$ cat src/rtl/l2_tlb_ctrl_if.sv
// Signal bundle between the L2 TLB miss controller, the two L1 TLB requesters,
// the L2 TLB lookup port and the page-table walker.
interface l2_tlb_ctrl_if #(
    parameter int ASID_WIDTH = 1,
    parameter int VLEN       = 64,
    parameter int PTE_WIDTH  = 64
);
    logic                             flush_i;
    logic [1:0]                       req_valid_i;
    logic [1:0]                       req_ready_o;
    logic [1:0][VLEN-1:0]             req_vaddr_i;
    logic [1:0][ASID_WIDTH-1:0]       req_asid_i;
    logic                             lu_access_o;
    logic [VLEN-1:0]                  lu_vaddr_o;
    logic [ASID_WIDTH-1:0]            lu_asid_o;
    logic                             l2_hit_i;
    logic                             l2_all_checked_i;
    logic [PTE_WIDTH-1:0]             l2_pte_i;
    logic                             l2_is_2M_i;
    logic                             l2_is_1G_i;
    logic                             ptw_req_valid_o;
    logic                             ptw_req_ready_i;
    logic [VLEN-1:0]                  ptw_vaddr_o;
    logic [ASID_WIDTH-1:0]            ptw_asid_o;
    logic                             ptw_done_i;
    logic                             ptw_err_i;
    logic [PTE_WIDTH-1:0]             ptw_pte_i;
    logic                             ptw_is_2M_i;
    logic                             ptw_is_1G_i;
    logic                             resp_valid_o;
    logic                             resp_id_o;
    logic                             resp_hit_o;
    logic                             resp_err_o;
    logic [PTE_WIDTH-1:0]             resp_pte_o;
    logic                             resp_is_2M_o;
    logic                             resp_is_1G_o;

    modport slave (
        input  flush_i, req_valid_i, req_vaddr_i, req_asid_i,
               l2_hit_i, l2_all_checked_i, l2_pte_i, l2_is_2M_i, l2_is_1G_i,
               ptw_req_ready_i, ptw_done_i, ptw_err_i, ptw_pte_i, ptw_is_2M_i, ptw_is_1G_i,
        output req_ready_o, lu_access_o, lu_vaddr_o, lu_asid_o,
               ptw_req_valid_o, ptw_vaddr_o, ptw_asid_o,
               resp_valid_o, resp_id_o, resp_hit_o, resp_err_o,
               resp_pte_o, resp_is_2M_o, resp_is_1G_o
    );

    modport master (
        output flush_i, req_valid_i, req_vaddr_i, req_asid_i,
               l2_hit_i, l2_all_checked_i, l2_pte_i, l2_is_2M_i, l2_is_1G_i,
               ptw_req_ready_i, ptw_done_i, ptw_err_i, ptw_pte_i, ptw_is_2M_i, ptw_is_1G_i,
        input  req_ready_o, lu_access_o, lu_vaddr_o, lu_asid_o,
               ptw_req_valid_o, ptw_vaddr_o, ptw_asid_o,
               resp_valid_o, resp_id_o, resp_hit_o, resp_err_o,
               resp_pte_o, resp_is_2M_o, resp_is_1G_o
    );
endinterface

$ cat src/rtl/l2_tlb_ctrl.sv
// L2 TLB miss controller: arbitrates ITLB/DTLB misses, probes the L2 TLB and
// falls back to the page-table walker, returning one response per transaction.
module l2_tlb_ctrl #(
    parameter int ASID_WIDTH = 1,
    parameter int VLEN       = 64,
    parameter int PTE_WIDTH  = 64
) (
    input  logic              clk_i,
    input  logic              rst_i,
    l2_tlb_ctrl_if.slave      bus
);
    typedef enum logic [2:0] {
        IDLE     = 3'd0,
        LOOKUP   = 3'd1,
        PTW_REQ  = 3'd2,
        PTW_WAIT = 3'd3,
        DRAIN    = 3'd4,
        RESP     = 3'd5
    } state_e;

    state_e                state_r, state_s;
    logic                  rr_r;
    logic [1:0]            wd_r, wd_s;
    logic [VLEN-1:0]       vaddr_r;
    logic [ASID_WIDTH-1:0] asid_r;
    logic                  id_r;
    logic [PTE_WIDTH-1:0]  pte_r;
    logic                  is_2m_r, is_1g_r, hit_r, err_r;
    logic                  grant_s, grant_id_s, lat_l2_s, lat_ptw_s;

    // Next-state, grant and latch-enable decode.
    always_comb begin
        state_s    = state_r;
        wd_s       = wd_r;
        grant_s    = 1'b0;
        grant_id_s = rr_r;
        lat_l2_s   = 1'b0;
        lat_ptw_s  = 1'b0;
        case (state_r)
            IDLE: begin
                if (!rst_i && !bus.flush_i && (bus.req_valid_i != 2'b00)) begin
                    grant_s    = 1'b1;
                    grant_id_s = (bus.req_valid_i == 2'b11) ? rr_r : bus.req_valid_i[1];
                    wd_s       = 2'd0;
                    state_s    = LOOKUP;
                end else begin
                    state_s = IDLE;
                end
            end
            LOOKUP: begin
                // The watchdog turns a lookup that never reports completion into a miss.
                if (bus.flush_i) begin
                    state_s = IDLE;
                end else if (bus.l2_all_checked_i && bus.l2_hit_i) begin
                    lat_l2_s = 1'b1;
                    state_s  = RESP;
                end else if (bus.l2_all_checked_i || (wd_r == 2'd2)) begin
                    state_s = PTW_REQ;
                end else begin
                    wd_s = wd_r + 2'd1;
                end
            end
            PTW_REQ: begin
                if (bus.flush_i) begin
                    state_s = IDLE;
                end else if (bus.ptw_req_ready_i) begin
                    state_s = PTW_WAIT;
                end else begin
                    state_s = PTW_REQ;
                end
            end
            PTW_WAIT: begin
                if (bus.ptw_done_i && bus.flush_i) begin
                    state_s = IDLE;
                end else if (bus.ptw_done_i) begin
                    lat_ptw_s = 1'b1;
                    state_s   = RESP;
                end else if (bus.flush_i) begin
                    state_s = DRAIN;
                end else begin
                    state_s = PTW_WAIT;
                end
            end
            DRAIN: begin
                if (bus.ptw_done_i) begin
                    state_s = IDLE;
                end else begin
                    state_s = DRAIN;
                end
            end
            RESP:    state_s = IDLE;
            default: state_s = IDLE;
        endcase
    end

    // State, arbitration pointer and lookup watchdog registers.
    always_ff @(posedge clk_i or posedge rst_i) begin
        if (rst_i) begin
            state_r <= IDLE;
            rr_r    <= 1'b1;
            wd_r    <= 2'd0;
        end else begin
            state_r <= state_s;
            wd_r    <= wd_s;
            if (grant_s) begin
                rr_r <= ~grant_id_s;
            end
        end
    end

    // Request payload and translation result capture.
    always_ff @(posedge clk_i or posedge rst_i) begin
        if (rst_i) begin
            vaddr_r <= '0;
            asid_r  <= '0;
            id_r    <= 1'b0;
            pte_r   <= '0;
            is_2m_r <= 1'b0;
            is_1g_r <= 1'b0;
            hit_r   <= 1'b0;
            err_r   <= 1'b0;
        end else begin
            if (grant_s) begin
                vaddr_r <= bus.req_vaddr_i[grant_id_s];
                asid_r  <= bus.req_asid_i[grant_id_s];
                id_r    <= grant_id_s;
            end
            if (lat_l2_s) begin
                pte_r   <= bus.l2_pte_i;
                is_2m_r <= bus.l2_is_2M_i;
                is_1g_r <= bus.l2_is_1G_i;
                hit_r   <= 1'b1;
                err_r   <= 1'b0;
            end else if (lat_ptw_s) begin
                pte_r   <= bus.ptw_pte_i;
                is_2m_r <= bus.ptw_is_2M_i;
                is_1g_r <= bus.ptw_is_1G_i;
                hit_r   <= 1'b0;
                err_r   <= bus.ptw_err_i;
            end
        end
    end

    // A flush in the same cycle suppresses a pending walk request or response.
    assign bus.req_ready_o     = grant_s ? (grant_id_s ? 2'b10 : 2'b01) : 2'b00;
    assign bus.lu_access_o     = (state_r == LOOKUP) && (wd_r == 2'd0);
    assign bus.lu_vaddr_o      = vaddr_r;
    assign bus.lu_asid_o       = asid_r;
    assign bus.ptw_req_valid_o = (state_r == PTW_REQ) && !bus.flush_i;
    assign bus.ptw_vaddr_o     = vaddr_r;
    assign bus.ptw_asid_o      = asid_r;
    assign bus.resp_valid_o    = (state_r == RESP) && !bus.flush_i;
    assign bus.resp_id_o       = id_r;
    assign bus.resp_hit_o      = hit_r;
    assign bus.resp_err_o      = err_r;
    assign bus.resp_pte_o      = pte_r;
    assign bus.resp_is_2M_o    = is_2m_r;
    assign bus.resp_is_1G_o    = is_1g_r;
endmodule
$ cat src/flat_wrapper.sv
// flat-port wrapper written by rule: the top's interface ports become plain ports
module l2_tlb_ctrl_flat 
#(
    parameter int ASID_WIDTH = 1,
    parameter int VLEN       = 64,
    parameter int PTE_WIDTH  = 64
)
  (clk_i, rst_i, bus_flush_i, bus_req_valid_i, bus_req_vaddr_i, bus_req_asid_i, bus_l2_hit_i, bus_l2_all_checked_i, bus_l2_pte_i, bus_l2_is_2M_i, bus_l2_is_1G_i, bus_ptw_req_ready_i, bus_ptw_done_i, bus_ptw_err_i, bus_ptw_pte_i, bus_ptw_is_2M_i, bus_ptw_is_1G_i, bus_req_ready_o, bus_lu_access_o, bus_lu_vaddr_o, bus_lu_asid_o, bus_ptw_req_valid_o, bus_ptw_vaddr_o, bus_ptw_asid_o, bus_resp_valid_o, bus_resp_id_o, bus_resp_hit_o, bus_resp_err_o, bus_resp_pte_o, bus_resp_is_2M_o, bus_resp_is_1G_o);
  l2_tlb_ctrl_if #(.ASID_WIDTH(ASID_WIDTH), .VLEN(VLEN), .PTE_WIDTH(PTE_WIDTH)) bus_i ();
  input  logic clk_i;
  input  logic rst_i;
  input wire logic [$bits(bus_i.flush_i)-1:0] bus_flush_i;
  input wire logic [$bits(bus_i.req_valid_i)-1:0] bus_req_valid_i;
  input wire logic [$bits(bus_i.req_vaddr_i)-1:0] bus_req_vaddr_i;
  input wire logic [$bits(bus_i.req_asid_i)-1:0] bus_req_asid_i;
  input wire logic [$bits(bus_i.l2_hit_i)-1:0] bus_l2_hit_i;
  input wire logic [$bits(bus_i.l2_all_checked_i)-1:0] bus_l2_all_checked_i;
  input wire logic [$bits(bus_i.l2_pte_i)-1:0] bus_l2_pte_i;
  input wire logic [$bits(bus_i.l2_is_2M_i)-1:0] bus_l2_is_2M_i;
  input wire logic [$bits(bus_i.l2_is_1G_i)-1:0] bus_l2_is_1G_i;
  input wire logic [$bits(bus_i.ptw_req_ready_i)-1:0] bus_ptw_req_ready_i;
  input wire logic [$bits(bus_i.ptw_done_i)-1:0] bus_ptw_done_i;
  input wire logic [$bits(bus_i.ptw_err_i)-1:0] bus_ptw_err_i;
  input wire logic [$bits(bus_i.ptw_pte_i)-1:0] bus_ptw_pte_i;
  input wire logic [$bits(bus_i.ptw_is_2M_i)-1:0] bus_ptw_is_2M_i;
  input wire logic [$bits(bus_i.ptw_is_1G_i)-1:0] bus_ptw_is_1G_i;
  output wire logic [$bits(bus_i.req_ready_o)-1:0] bus_req_ready_o;
  output wire logic [$bits(bus_i.lu_access_o)-1:0] bus_lu_access_o;
  output wire logic [$bits(bus_i.lu_vaddr_o)-1:0] bus_lu_vaddr_o;
  output wire logic [$bits(bus_i.lu_asid_o)-1:0] bus_lu_asid_o;
  output wire logic [$bits(bus_i.ptw_req_valid_o)-1:0] bus_ptw_req_valid_o;
  output wire logic [$bits(bus_i.ptw_vaddr_o)-1:0] bus_ptw_vaddr_o;
  output wire logic [$bits(bus_i.ptw_asid_o)-1:0] bus_ptw_asid_o;
  output wire logic [$bits(bus_i.resp_valid_o)-1:0] bus_resp_valid_o;
  output wire logic [$bits(bus_i.resp_id_o)-1:0] bus_resp_id_o;
  output wire logic [$bits(bus_i.resp_hit_o)-1:0] bus_resp_hit_o;
  output wire logic [$bits(bus_i.resp_err_o)-1:0] bus_resp_err_o;
  output wire logic [$bits(bus_i.resp_pte_o)-1:0] bus_resp_pte_o;
  output wire logic [$bits(bus_i.resp_is_2M_o)-1:0] bus_resp_is_2M_o;
  output wire logic [$bits(bus_i.resp_is_1G_o)-1:0] bus_resp_is_1G_o;
  assign bus_i.flush_i = bus_flush_i;
  assign bus_i.req_valid_i = bus_req_valid_i;
  assign bus_i.req_vaddr_i = bus_req_vaddr_i;
  assign bus_i.req_asid_i = bus_req_asid_i;
  assign bus_i.l2_hit_i = bus_l2_hit_i;
  assign bus_i.l2_all_checked_i = bus_l2_all_checked_i;
  assign bus_i.l2_pte_i = bus_l2_pte_i;
  assign bus_i.l2_is_2M_i = bus_l2_is_2M_i;
  assign bus_i.l2_is_1G_i = bus_l2_is_1G_i;
  assign bus_i.ptw_req_ready_i = bus_ptw_req_ready_i;
  assign bus_i.ptw_done_i = bus_ptw_done_i;
  assign bus_i.ptw_err_i = bus_ptw_err_i;
  assign bus_i.ptw_pte_i = bus_ptw_pte_i;
  assign bus_i.ptw_is_2M_i = bus_ptw_is_2M_i;
  assign bus_i.ptw_is_1G_i = bus_ptw_is_1G_i;
  assign bus_req_ready_o = bus_i.req_ready_o;
  assign bus_lu_access_o = bus_i.lu_access_o;
  assign bus_lu_vaddr_o = bus_i.lu_vaddr_o;
  assign bus_lu_asid_o = bus_i.lu_asid_o;
  assign bus_ptw_req_valid_o = bus_i.ptw_req_valid_o;
  assign bus_ptw_vaddr_o = bus_i.ptw_vaddr_o;
  assign bus_ptw_asid_o = bus_i.ptw_asid_o;
  assign bus_resp_valid_o = bus_i.resp_valid_o;
  assign bus_resp_id_o = bus_i.resp_id_o;
  assign bus_resp_hit_o = bus_i.resp_hit_o;
  assign bus_resp_err_o = bus_i.resp_err_o;
  assign bus_resp_pte_o = bus_i.resp_pte_o;
  assign bus_resp_is_2M_o = bus_i.resp_is_2M_o;
  assign bus_resp_is_1G_o = bus_i.resp_is_1G_o;
  l2_tlb_ctrl #(.ASID_WIDTH(ASID_WIDTH), .VLEN(VLEN), .PTE_WIDTH(PTE_WIDTH)) u_core (.clk_i(clk_i), .rst_i(rst_i), .bus(bus_i));
endmodule
$ cat config.mk
export PLATFORM = sky130hd
export DESIGN_NAME = l2_tlb_ctrl_flat
export DESIGN_NICKNAME = d
export VERILOG_FILES = /design/src/rtl/l2_tlb_ctrl_if.sv /design/src/rtl/l2_tlb_ctrl.sv /design/src/flat_wrapper.sv
export SDC_FILE = /design/constraint.sdc
export NUM_CORES = 1
export LEC_CHECK = 0
export CELL_PAD_IN_SITES_DETAIL_PLACEMENT = 2
export CELL_PAD_IN_SITES_GLOBAL_PLACEMENT = 2
export CORE_UTILIZATION = 19
export DETAILED_ROUTE_END_ITERATION = 12
export PLACE_DENSITY = 0.92
export SLEW_MARGIN = 20
export SYNTH_ARGS = -nofsm -noshare
export SYNTH_HDL_FRONTEND = slang
export SYNTH_SLANG_ARGS = --single-unit
$ cat constraint.sdc
create_clock -name clk_i -period 6.54 [get_ports clk_i]
set_clock_uncertainty 0.05 [all_clocks]
set_input_delay 1.308 -clock clk_i [delete_from_list [all_inputs] [get_ports clk_i]]
set_output_delay 1.308 -clock clk_i [all_outputs]
set_load 0.03 [all_outputs]
==> results.toml, run 1 <==
[run_status]
outcome = "complete, no violations"

[sta]
worst_pin_slew_ps = 1025
setup_violations = 0
tns_ps = 0
slew_headroom = 0.3170
period_share = 0.7950
hold-worst-slack_ps = 447.6
grt_setup_unrepaired = "no"
hold_viol = 0
finalMaxSlewViolations = 0
fmax_mhz = 192.3
fin_crit_ps = 5200

[synthesis]
synthTopCellsByCount = "dfrtp_1, nand2_1, inv_1"
synth_top_flop_cell = "dfrtp_1"
synthTopCellsByArea = "dfrtp_1, mux2i_1, a222oi_1, buf_4, o21ai_0"
synth.avg_cell_area_um2 = 10.63
synth_edf_count = 0
synth_area_leader_cell = "dfrtp_1"
netlist_area_mm2 = 0.006656
yosysWarnings = 0
synth_most_common_cell = "dfrtp_1"
ys_types = 32
synth-seq-cells = 140
yosys.area.top_type_share = 0.5226
syn_nets = 904
syn_inst = 626
synthArstFlopShare = 1.000
seq_area_frac_synth = 0.5265

[worst_hold_path]
whs_endpoint = "u_core.bus.resp_hit_o"
min_path_type = "register to register"
hold_start = "u_core.bus.resp_hit_o"
whs_path_depth = 1

[layout]
fin_area_mm2 = 0.01202
fin_cells = 1491
multi_input_area_mm2 = 0.002233
syn_to_final_growth_pct = 80.62
num-fill-cells = 3707
nets = 1299
register_area_mm2 = 0.003505
drive_above_1_share = 0.05029

[pwr]
peakVddDrop_v = 0.0002520
sw_frac_of_total = 0.4425
pwr-share-comb = 0.550
leakagePower_nw = 5.471
seqPwrFrac = 0.278
internal_power_mw = 3.273
powerDensity_mw_per_mm2 = 488.3
p_clk_frac = 0.172
power.switching_mw = 2.598

[worst_setup_path]
critPathMaxFanout = 6
startpoint = "bus_flush_i"
cpMostUsedCell = "clkdlybuf4s50_1"
cp-start-kind = "primary input"
crit_family = "buffers and inverters"
r2r-start = "u_core.state_r[0]"
worstPathCellList = "clkdlybuf4s50_1, or4_4, nor4b_2, buf_4, clkdlybuf4s50_1"
cpMaxStageDelayCell = "clkdlybuf4s50_1"
r2r_setup_slack_ps = 3620
cp_data_arrival_time_ps = 3840
path_buf_inv = 3
criticalPathCategory = "primary input to primary output"
max_stage_delay_ps = 670
timing.rr.end = "u_core.bus.lu_vaddr_o[18]"
crit_required_ps = 5180
r2r_cells = 5
crit_path_end_kind = "primary output"

[detailed_routing]
drc = 0
wl_met3_um = 2571
drt_iter0_drc = 334
met2_length_um = 17130
wl_um = 31160
routed.top_layer = "met4"
first_pass_iters = 7
ant_nets = 0
met1_length_um = 10780
wl_per_cell_um = 20.90
vias = 6639
via_per_inst = 4.453

[placement]
postPlaceCellArea_mm2 = 0.01142
dp_hpwl_um = 24560
gp_congestion = 0.7584
io_buffers = 475
dp_cells = 1457

[cts]
clockBufferDepth = 2
cts.sinks = 140
post_cts_resized = 0
cts_tree = "built"
h-tree-depth = 4
insertion_delay_ps = 440
cts_hold_buf = 0
clk_pin_slew_ps = 60
cts_buffers = 17
post_cts.repair.setup_buffers = 0
cts_root_buf = "clkbuf_16"

[grt]
grt_usage = 0.1750
grt_pass1_wl_um = 46650
first_global_vias = 7676
overflow = 0
grt_start_max_net_pins = 137
grt_antenna_before_repair = 2

[floorplanning]
die_w_um = 189.2
io_pins = 476
num_rows = 68
start_util = 0.1927
dieArea_mm2 = 0.03579
die_y_um = 189.2
coreArea_mm2 = 0.03454

[flow_run]
max_cap_viol_count = 0
## flip-flops by register name (all words and copies together), names as in the netlist
register	count
u_core.bus.resp_is_1G_o	1
u_core.rr_r	1
u_core.bus.resp_hit_o	1
u_core.bus.resp_id_o	1
u_core.wd_r	2
u_core.bus.lu_vaddr_o	64
u_core.bus.resp_err_o	1
u_core.bus.resp_pte_o	64
u_core.bus.resp_is_2M_o	1
u_core.state_r	3
u_core.bus.lu_asid_o	1
## cells by family after synthesis
kind of cell	after synthesis	synth area share
buffers and inverters	180	0.1432
AO/OA/AOI/OAI	140	0.1566
flip-flops	140	0.5265
AND/OR/NAND/NOR	93	0.06147
multiplexers	67	0.1009
adder cells (fa/ha/maj)	6	0.01128
## power by group through the flow
stage | logic (mW) | clock network [mW] | registers, mW
after floorplan | 1.22 | 0 | 2.28
after global placement | 3.14 | 0 | 1.61
after detailed placement | 3.25 | 0 | 1.66
after CTS | 3.26 | 1.04 | 1.65
after global routing | 3.41 | 1.07 | 1.68
final | 3.23 | 1.01 | 1.63
## stage by stage
step	setup slack, ps	total power, mW	utilization
floorplan	1431	3.500	-
global placement	1243	4.759	0.3306
detailed placement	1207	4.908	0.3306
CTS	1201	5.951	0.3479
global route	1261	6.165	0.3481
finish	1340	5.871	0.3481
## how the worst max path moves through the flow
| stage | end | cells after the start |
|---|---|---|
| after CTS | bus_req_ready_o[1] | 5 |
| after detailed placement | bus_req_ready_o[1] | 5 |
| after global routing | bus_req_ready_o[1] | 5 |
| final | bus_req_ready_o[1] | 5 |
| after global placement | bus_req_ready_o[1] | 5 |
| after floorplan | u_core.bus.lu_asid_o | 1 |
## layout by cell type (no fill, tap or decap), types with 4 or more instances in the layout
master,Yosys,routed
dfrtp_1,139,139
inv_1,71,70
clkbuf_8,0,4
a222oi_1,65,65
ha_1,6,6
clkdlybuf4s50_1,0,475
mux2i_1,66,66
clkinv_2,0,5
clkbuf_16,0,17
a21oi_1,4,4
buf_4,65,9
o21ai_0,66,66
nand2_1,73,72
## routing by layer
metal	global-route usage	vias up
li1	-	2945
met1	0.1740	3305
met2	0.3314	361
met3	0.06302	28
met4	0.06141	0
met5	0	-
## final cells by class
cell class | count | area share
Clock buffer | 21 | 0.03996
Sequential cell | 140 | 0.2915
Timing Repair Buffer | 485 | 0.4027
Clock inverter | 11 | 0.009678
Antenna cell | 2 | 0.0004163
Tap cell | 455 | 0.04735
Inverter | 71 | 0.02258
Multi-Input combinational cell | 306 | 0.1858
(Power assumes the default switching activity.)
==> run 2: changes to the inputs <==
==> constraint.sdc (replaced) <==
create_clock -name clk_i -period 4.85 [get_ports clk_i]
set_clock_uncertainty 0.05 [all_clocks]
set_input_delay 0.97 -clock clk_i [delete_from_list [all_inputs] [get_ports clk_i]]
set_output_delay 0.97 -clock clk_i [all_outputs]
set_load 0.03 [all_outputs]
==> run 2 against run 1 <==
  * Core utilization is 0.27 points higher
  * Routed wire length fell by 0.58%
  * Non-clock buffer count shrank 2
  * Setup slack worse by 630 ps
  * Register-to-register slack lost 1800 ps
  * Worst hold slack gained 2.0 ps
  * Count of clock-buffer cells in the layout fell by 3
  * Total power up 38%
  * Cell count barely moved
  * Combinational power up 35%
  * Critical path type unchanged
==> results.toml, run 2 (synthesis gave the netlist of run 1 again) <==
[run_status]
outcome = "complete, no violations"

[worst_setup_path]
cp_data_arrival_time_ps = 3120
max_stage_delay_ps = 740
cpMaxStageDelayCell = "clkdlybuf4s50_1"
crit_required_ps = 3830
worstPathCellList = "clkdlybuf4s50_1, or4_4, nor4bb_4, clkdlybuf4s50_1"
criticalPathCategory = "primary input to primary output"
cpMostUsedCell = "clkdlybuf4s50_1"
r2r_setup_slack_ps = 1830
crit_family = "buffers and inverters"
cp-start-kind = "primary input"
critPathMaxFanout = 6
path_buf_inv = 2
crit_path_end_kind = "primary output"

[layout]
fin_area_mm2 = 0.01212
final_core_util = 0.3507
layout_common_cells = "clkdlybuf4s50_1, dfrtp_1, nand2_1, inv_1"
num-fill-cells = 3688
final_common_cell = "clkdlybuf4s50_1"
nets = 1297
syn_to_final_growth_pct = 82.01
drive_above_1_share = 0.04942

[pwr]
leakagePower_nw = 5.508
peakVddDrop_v = 0.0002958
p_total_mw = 8.102
powerDensity_mw_per_mm2 = 668.8

[grt]
first_global_vias = 7629
grt_usage = 0.1734
grt_pass1_wl_um = 46350
grt_antenna_before_repair = 2
grt_start_max_net_pins = 137
overflow = 0

[detailed_routing]
drt_iter0_drc = 417
vias = 6657
first_pass_iters = 6
ant_nets = 0
drc = 0
via_per_inst = 4.468
wl_um = 30980
wl_per_cell_um = 20.79

[floorplanning]
dieArea_mm2 = 0.03579
die_y_um = 189.2
num_rows = 68
die_w_um = 189.2
coreArea_mm2 = 0.03454
io_pins = 476
start_util = 0.1927

[cts]
clk_pin_slew_ps = 60
cts.sinks = 140
cts_buffers = 17
post_cts.repair.setup_buffers = 0
cts_hold_buf = 0
h-tree-depth = 4
clockBufferDepth = 2
post_cts_resized = 0
cts_tree = "built"
insertion_delay_ps = 440
cts_root_buf = "clkbuf_16"

[placement]
gp_congestion = 0.7401
io_buffers = 475
dp_hpwl_um = 24440
postPlaceCellArea_mm2 = 0.01143
place_worst_setup_slack_ps = 674.8

[sta]
setup_violations = 0
hold_viol = 0
tns_ps = 0
worst_pin_slew_ps = 907.2
fin_crit_ps = 4139
slew_headroom = 0.3952
finalMaxSlewViolations = 0
timing.final.ws_setup_ps = 710.6
grt_setup_unrepaired = "no"
fmax_mhz = 241.6
period_share = 0.8535

[flow_run]
max_cap_viol_count = 0

[worst_hold_path]
min_path_type = "register to register"
## run 2: worst paths after layout
kind,end,from,cells past startpoint
max in group asynchronous,u_core.bus.resp_pte_o[20],rst_i,3
worst min register to register,u_core.bus.resp_hit_o,u_core.bus.resp_hit_o,1
worst max register to register,u_core.bus.lu_vaddr_o[16],u_core.state_r[0],5
worst min-delay path,u_core.bus.resp_hit_o,u_core.bus.resp_hit_o,1
worst max-delay path,bus_req_ready_o[0],bus_flush_i,4
min in group asynchronous,u_core.state_r[1],rst_i,2
## run 2: cell type report
type | instances | area (µm²) | share of cell area
Timing Repair Buffer | 483 | 4850 | 0.4003
Sequential cell | 140 | 3505 | 0.2893
Multi-Input combinational cell | 306 | 2233 | 0.1843
Tap cell | 455 | 569.3 | 0.04699
Clock buffer | 18 | 439.2 | 0.03625
Inverter | 71 | 271.5 | 0.02241
Clock inverter | 14 | 240.2 | 0.01983
Antenna cell | 3 | 7.507 | 0.0006196
## run 2: worst reg2reg max path, stage by stage, from the launching register on
cell      delay (ps)
dfrtp_1          460
or4_4            610
or3_2            880
buf_4            400
a222oi_1         380
inv_1            120
## run 2: where the power goes
group	leakage (nW)	switching, mW	total [mW]	internal, mW
logic	3.43	2.46	4.36	1.89
registers	1.75	0.492	2.20	1.71
clock network	0.327	0.562	1.54	0.980
## run 2: through the flow
stage | hold WS, ps | instances
6_report | 449.6 | 1490
5_1_grt | 490.1 | 1488
4_1_cts | 464.8 | 1487
3_3_place_gp | 413.3 | 1455
2_1_floorplan | 439.3 | 626
3_5_place_dp | 450.6 | 1455
## run 2: per-layer routing
metal,vias to the layer above,global-route usage,part of all wire
li1,2946,-,-
met1,3324,0.1715,0.35
met2,354,0.3310,0.55
met3,33,0.05635,0.078
met4,0,0.06793,0.022
met5,-,0,0
